File: src/rtl/pc_fetch_pkg.sv
// Shared types and constants for the PC / instruction-fetch sequencer.
package pc_fetch_pkg;

    typedef enum logic [1:0] {
        IDLE  = 2'd0,
        FETCH = 2'd1,
        EXEC  = 2'd2,
        HALT  = 2'd3
    } state_e;

    typedef enum logic [1:0] {
        SEL_SEQ = 2'd0,
        SEL_BR  = 2'd1,
        SEL_JMP = 2'd2
    } sel_e;

    localparam logic [31:0] DEFAULT_RESET_PC = 32'h0000_0000;

endpackage

File: src/rtl/pc_next_sel.sv
// Next-PC priority mux: jump over taken branch over sequential PC+4.
module pc_next_sel
    import pc_fetch_pkg::*;
(
    input  logic        jmp,
    input  logic        br_taken,
    input  logic [31:0] seq_pc,
    input  logic [31:0] br_target,
    input  logic [31:0] jmp_target,
    output logic [31:0] next_pc,
    output sel_e        sel,
    output logic        misaligned
);

    always_comb begin
        sel     = SEL_SEQ;
        next_pc = seq_pc;
        if (jmp) begin
            sel     = SEL_JMP;
            next_pc = jmp_target;
        end else if (br_taken) begin
            sel     = SEL_BR;
            next_pc = br_target;
        end
        misaligned = (next_pc[1:0] != 2'b00);
    end

endmodule

File: src/rtl/pc_fetch_unit.sv
// Program-counter register and req/ready instruction-fetch sequencer.
module pc_fetch_unit
    import pc_fetch_pkg::*;
#(
    parameter logic [31:0] RESET_PC = DEFAULT_RESET_PC
)
(
    input  logic        clk,
    input  logic        rst_n,
    output logic [31:0] pc,
    input  logic [31:0] pc_plus4,
    input  logic        stall,
    input  logic        br_taken,
    input  logic [31:0] br_target,
    input  logic        jmp,
    input  logic [31:0] jmp_target,
    output logic        imem_req,
    output logic [31:0] imem_addr,
    input  logic        imem_ready,
    input  logic [31:0] imem_rdata,
    output logic [31:0] inst,
    output logic        inst_valid,
    output logic        misalign,
    output logic [31:0] retired
);

    state_e      state_q, state_d;
    logic [31:0] pc_q, pc_d;
    logic [31:0] inst_q, inst_d;
    logic        inst_valid_q, inst_valid_d;
    logic        imem_req_q, imem_req_d;
    logic        misalign_q, misalign_d;
    logic [31:0] retired_q, retired_d;

    logic [31:0] next_pc;
    sel_e        next_sel;
    logic        next_misaligned;

    pc_next_sel u_next_sel (
        .jmp        (jmp),
        .br_taken   (br_taken),
        .seq_pc     (pc_plus4),
        .br_target  (br_target),
        .jmp_target (jmp_target),
        .next_pc    (next_pc),
        .sel        (next_sel),
        .misaligned (next_misaligned)
    );

    always_ff @(posedge clk or negedge rst_n) begin
        if (!rst_n) begin
            state_q <= IDLE;
        end else begin
            state_q <= state_d;
        end
    end

    always_comb begin
        state_d = state_q;
        unique case (state_q)
            IDLE:  state_d = FETCH;
            FETCH: if (imem_ready) state_d = EXEC;
            EXEC:  if (!stall) state_d = next_misaligned ? HALT : FETCH;
            HALT:  state_d = HALT;
            default: state_d = IDLE;
        endcase
    end

    always_comb begin
        pc_d         = pc_q;
        inst_d       = inst_q;
        inst_valid_d = inst_valid_q;
        imem_req_d   = imem_req_q;
        misalign_d   = misalign_q;
        retired_d    = retired_q;
        unique case (state_q)
            IDLE: imem_req_d = 1'b1;
            FETCH: begin
                if (imem_ready) begin
                    inst_d       = imem_rdata;
                    inst_valid_d = 1'b1;
                    imem_req_d   = 1'b0;
                end
            end
            EXEC: begin
                if (!stall) begin
                    inst_valid_d = 1'b0;
                    if (next_misaligned) begin
                        // Faulting target: PC and retire count keep the last good values.
                        misalign_d = 1'b1;
                        imem_req_d = 1'b0;
                    end else if (next_sel inside {SEL_SEQ, SEL_BR, SEL_JMP}) begin
                        pc_d       = next_pc;
                        retired_d  = retired_q + 32'd1;
                        imem_req_d = 1'b1;
                    end
                end
            end
            HALT: begin
                imem_req_d   = 1'b0;
                inst_valid_d = 1'b0;
            end
            default: ;
        endcase
    end

    always_ff @(posedge clk or negedge rst_n) begin
        if (!rst_n) begin
            pc_q         <= RESET_PC;
            inst_q       <= '0;
            inst_valid_q <= 1'b0;
            imem_req_q   <= 1'b0;
            misalign_q   <= 1'b0;
            retired_q    <= '0;
        end else begin
            pc_q         <= pc_d;
            inst_q       <= inst_d;
            inst_valid_q <= inst_valid_d;
            imem_req_q   <= imem_req_d;
            misalign_q   <= misalign_d;
            retired_q    <= retired_d;
        end
    end

    assign pc         = pc_q;
    assign imem_addr  = pc_q;
    assign imem_req   = imem_req_q;
    assign inst       = inst_q;
    assign inst_valid = inst_valid_q;
    assign misalign   = misalign_q;
    assign retired    = retired_q;

endmodule
File: config.mk
export PLATFORM = sky130hd
export DESIGN_NAME = pc_fetch_unit
export DESIGN_NICKNAME = d
export VERILOG_FILES = /design/src/rtl/pc_fetch_pkg.sv /design/src/rtl/pc_next_sel.sv /design/src/rtl/pc_fetch_unit.sv
export SDC_FILE = /design/constraint.sdc
export NUM_CORES = 1
export LEC_CHECK = 0
export CAP_MARGIN = 15
export CORE_ASPECT_RATIO = 0.5
export CORE_UTILIZATION = 30
export CTS_CLUSTER_SIZE = 25
export DETAILED_ROUTE_END_ITERATION = 7
export PLACE_DENSITY_LB_ADDON = 0.05
export SLEW_MARGIN = 20
export SYNTH_ARGS = -nofsm -noshare
export SYNTH_HDL_FRONTEND = slang
export SYNTH_SLANG_ARGS = --single-unit
export TNS_END_PERCENT = 30
File: constraint.sdc
create_clock -name clk -period 3.2 [get_ports clk]
set_input_delay 0.96 -clock clk [delete_from_list [all_inputs] [get_ports clk]]
set_output_delay 0.96 -clock clk [all_outputs]
set_load 0.02 [all_outputs]
After elaboration in Yosys (flattened, before gate mapping). Cells that the tools add are included.

Add/subtract/negate cells: 1. Equal/unequal tests: 8. Muxes and demuxes: 16. Bitwise logic cells: 2. Reduce and logical (&&, ||, !) cells: 11.

Operators by type and width (count): $mux 32 (2); $add 32x1->32 const B (1); $reduce_and 3->1 (3); $mux 2 (4); $pmux 2 s4 (1); $mux 1 (7); $eq 2x2->1 const B (3); $reduce_bool 3->1 (2); $eq 2x1->1 const B (2); $logic_not 2->1 (2); $ne 2x2->1 const B (2); $pmux 1 s4 (1); $reduce_and 2->1 (2); $reduce_and 4->1 (1); $ne 3x3->1 const B (1); $pmux 1 s3 (1); $not 1->1 (2); $reduce_bool 2->1 (1).

Register bits after elaboration: 101. Input port bits: 134. Output and inout port bits: 131. Word-level logic and storage cells: 45.

Logic depth before layout (Yosys ltp).
Depth after elaboration: 8. Gate-level depth with buffers: 8. Depth with buffers taken out: 5.

Hierarchy. From an unflattened synthesis, not the netlist that was laid out.

Cells, all modules: 441. Area total of the unflattened synthesis: 5022.3 sq um.

Modules (own cells, without submodules): pc_fetch_unit (instances 1, cells an instance 331, area each 4317.9 sq um, seq. area each 2527.4 sq um); pc_next_sel (instances 1, cells an instance 110, area each 704.4 sq um, seq. area each 0.0 sq um).

Least setup slack after synthesis. No wires, ideal clock.

Path type: input -> register. Start: in jmp. End: reg imem_req_q (netlist: imem_req). Setup time: 0.139 ns. Arrival: 2.163 ns. Data required time: 3.061 ns. Slack: 0.898 ns. Stages: 5. Buffers on the path: 1. Cell sequence: buf_6 -> nor3b_2 -> nor3_1 -> nor3_1 -> or4_1.

Longest elaborated chain between the ends: 5. Elaborated cells between the ends (all ways): 12. Those cells by class: eq/ne (3); mux (5); reduce/logical (4).

Ends and longest elaborated chain: from (decl) (line pc_fetch_unit.sv:15) `input logic jmp,`; $mux 2 / $mux 32 (equally long branches) (line pc_next_sel.sv:18) `if (jmp) begin`; $eq 2x1->1 (tied with other cells) (line pc_fetch_unit.sv:92) `end else if (next_sel inside {SEL_SEQ, SEL_BR, SEL_JMP}) begin`; $reduce_bool 3->1 / $mux 1 (equally long branches) (line pc_fetch_unit.sv:92, pc_fetch_unit.sv:88); $ne 3x3->1 (no line) / $mux 1 (equally long branches); $reduce_and 3->1 (no line) / $pmux 1 s4 (equally long branches); to (signal assigned) (line pc_fetch_unit.sv:119) `imem_req_q <= imem_req_d;`; to (decl) (line pc_fetch_unit.sv:31) `logic imem_req_q, imem_req_d;`.

Parallel ways exist; a longest one is shown, timed or not. The select of a mux whose other input is x is not followed. A chain may end at the register's enable or synchronous reset.

Final worst setup path.
Start: reg retired_q[22] (netlist: retired[22]). End: out retired[22].

RTL lines: from (decl) (line pc_fetch_unit.sv:33) `logic [31:0] retired_q, retired_d;`; from (signal assigned) (line pc_fetch_unit.sv:121) `retired_q <= retired_d;`; to (decl) (line pc_fetch_unit.sv:24) `output logic [31:0] retired`.

No word-level cell between the ends.

==> reports/summary.txt <==
fin crit period - 2.434 ns
Final Net Count - 832
HPWL Detailed - 10250 µm
max_slew headroom - 59.87%
fraction of layout cells with a size suffix above 1 - 10.54%
vias in the first global route - 3980
post-synth cell types - 37
Root Driver - clkbuf_16
Setup Buffers After CTS - 0
CTS resizes - 0
Post-synth EDFFs - 0
failing checks - design-rule violations
most common cell after layout, fill and taps aside - clkdlybuf4s50_1
Net Count, Synth - 607
DR WL/cell - 14.65 µm
die width - 185.0 µm
CTS Sinks - 101
crit-path max FO - 7
Top delay family on crit path - buffers and inverters
syn_area_per_cell - 10.64 µm²
cts hold-fix bufs - 0
antenna viol nets, final - 0
Synth async-reset ratio - 100.0%
post-DR vias/cell - 4.427
Max stage delay on crit path - 0.65 ns
Stages on worst setup path - 1
1st-iter DRT viols - 133
Layout area overhead - 58.32%
worst vdd ir - 0.2355 mV
Remaining Overflow, GRT - 0
total CTS buffers - 9
pwr/cell area - 444.3 nW/µm²
DR vias - 4113
Worst EP arrival - 1.47 ns
total chip power - 3533 µW
drt first pass iters - 6
WS Path Type - reg2out
clk slew on worst S/H paths - 0.07 ns
Ports - 265
Die Area - 17290 µm²
ANT cells - 0
Final Setup Violations - 0
CP cell instances - clkdlybuf4s50_1
CTS tree - done
largest net degree at the start of global routing - 61
sequential fraction of the synthesis area - 50.32%
Post-Route Skew - 0.009635 ns
Slew @ Worst Pin - 0.6019 ns
Post-Route WL - 13610 µm
initial antenna violation count - 0
#FFs+latches synth - 101
# rows - 33
CP max-delay cell - clkdlybuf4s50_1
htree depth - 3
status - finished, violations left
clk buf depth - 2
static leakage - 0.003437 µW
Critical Path End Type - output port
hold depth - 1
core area - 16350 µm²
RePlAce Congestion - 0.7482
max frequency - 0.4109 GHz
final period utilization - 76.06%
r2r worst-path depth - 5
DRC viols - 2
Initial Util - 30.72%
Skew-Pair Late Insertion Delay - 0.34 ns
cell area after synthesis - 5022 µm²
Synth Instances - 472
leading cell types in the layout, fill and taps excluded - clkdlybuf4s50_1 (261), dfrtp_1 (101), nand2_1 (44)
Worst Path Buf+Inv - 1
die height - 93.49 µm
Critical Path RT - 2.24 ns
max-slew violations - 0
setup TNS - 0 ns
Hold WC Path Type - reg2reg
Primary FF master, synth - dfrtp_1
Total GRT Usage - 15.51%
max cap viols - 0
Worst Setup Start Kind - register
first-pass GRT wire length - 20820 µm
RSZ-0062 raised after global routing - no
I/O Buffers - 264
Yosys warning total - 0
Fin. Hold Viols - 0
cells by family after synthesis:
group,after synthesis,synth area share (%)
xor gates and xnor gates,31,5.406
and+or+nand+nor,147,15.62
DFF,101,50.32
buffers and inverters,62,7.872
AOI/OAI and AO/OA,67,7.150
adders and majority gates,1,0.2491
muxes,63,13.38
per-stage QoR:
stage               utilization, %  hold slack (ns)  worst slack (ns)  area [µm²]  std cells
finish                       48.63           0.4669            0.7662        7951        929
global route                 48.63           0.4913            0.6517        7951        929
CTS                          48.63           0.4767            0.7370        7951        929
detailed placement           46.89           0.4615            0.4372        7666        913
global placement             46.89           0.4607            0.4802        7666        913
floorplan                        -           0.5162            0.8979        5022        472
worst reg2reg max path, stage by stage (launching register included):
cell	delay (ns)
dfrtp_1	0.45
ha_1	0.21
and3_1	0.25
nand4_2	0.25
nor4_1	0.40
xor2_1	0.17
Yosys cell counts (all sizes together) (5+ instances only):
library cell    n  area share, %
dfrtp         101             50
buf            45            6.6
nand2          44            3.3
nor2           40            3.0
mux2           33            7.4
a21oi          32            3.2
o21ai          31            3.1
mux2i          30            6.0
xor2           28            4.9
clkbuf         14            1.1
nor4           14            2.2
nand3          11            1.1
nor3           11            1.7
nand4           6           0.87
and3            5           0.62
report_power, final:
part           internal (µW)  switching, µW
logic                    552            426
registers               1420           81.6
clock network            558            500
flip-flops by register name, indices dropped and copies added, names as in the netlist:
signal      cells
misalign        1
imem_req        1
imem_addr      32
retired        32
inst_valid      1
state_q         2
inst           32
final timing paths:
kind	from	endpoint	slack, ns
setup / recovery	retired[22]$_DFFE_PN0P_	retired[22]	0.77
hold / removal	misalign$_DFFE_PN0P_	misalign$_DFFE_PN0P_	0.47
setup reg to reg	retired[0]$_DFFE_PN0P_	retired[24]$_DFFE_PN0P_	1.39
hold reg to reg	misalign$_DFFE_PN0P_	misalign$_DFFE_PN0P_	0.47
max in group asynchronous	rst_n	inst[29]$_DFFE_PN0P_	1.91
min in group asynchronous	rst_n	inst[11]$_DFFE_PN0P_	0.61
cell type report:
class | instances | area, µm²
Clock buffer | 11 | 242.7
Clock inverter | 5 | 42.54
Fill cell | 1563 | 8399
Inverter | 3 | 11.26
Multi-Input combinational cell | 309 | 2108
Sequential cell | 101 | 2527
Tap cell | 227 | 284.0
Timing Repair Buffer | 273 | 2735
per-layer routing:
metal  part of all wire, %  global-route usage, %
met1                    43                  19.28
met2                    48                  26.07
met3                   8.8                  5.724
met4                  0.23                  2.479
met5                     0                      0
Note: power is estimated with default switching activity, not from simulation.
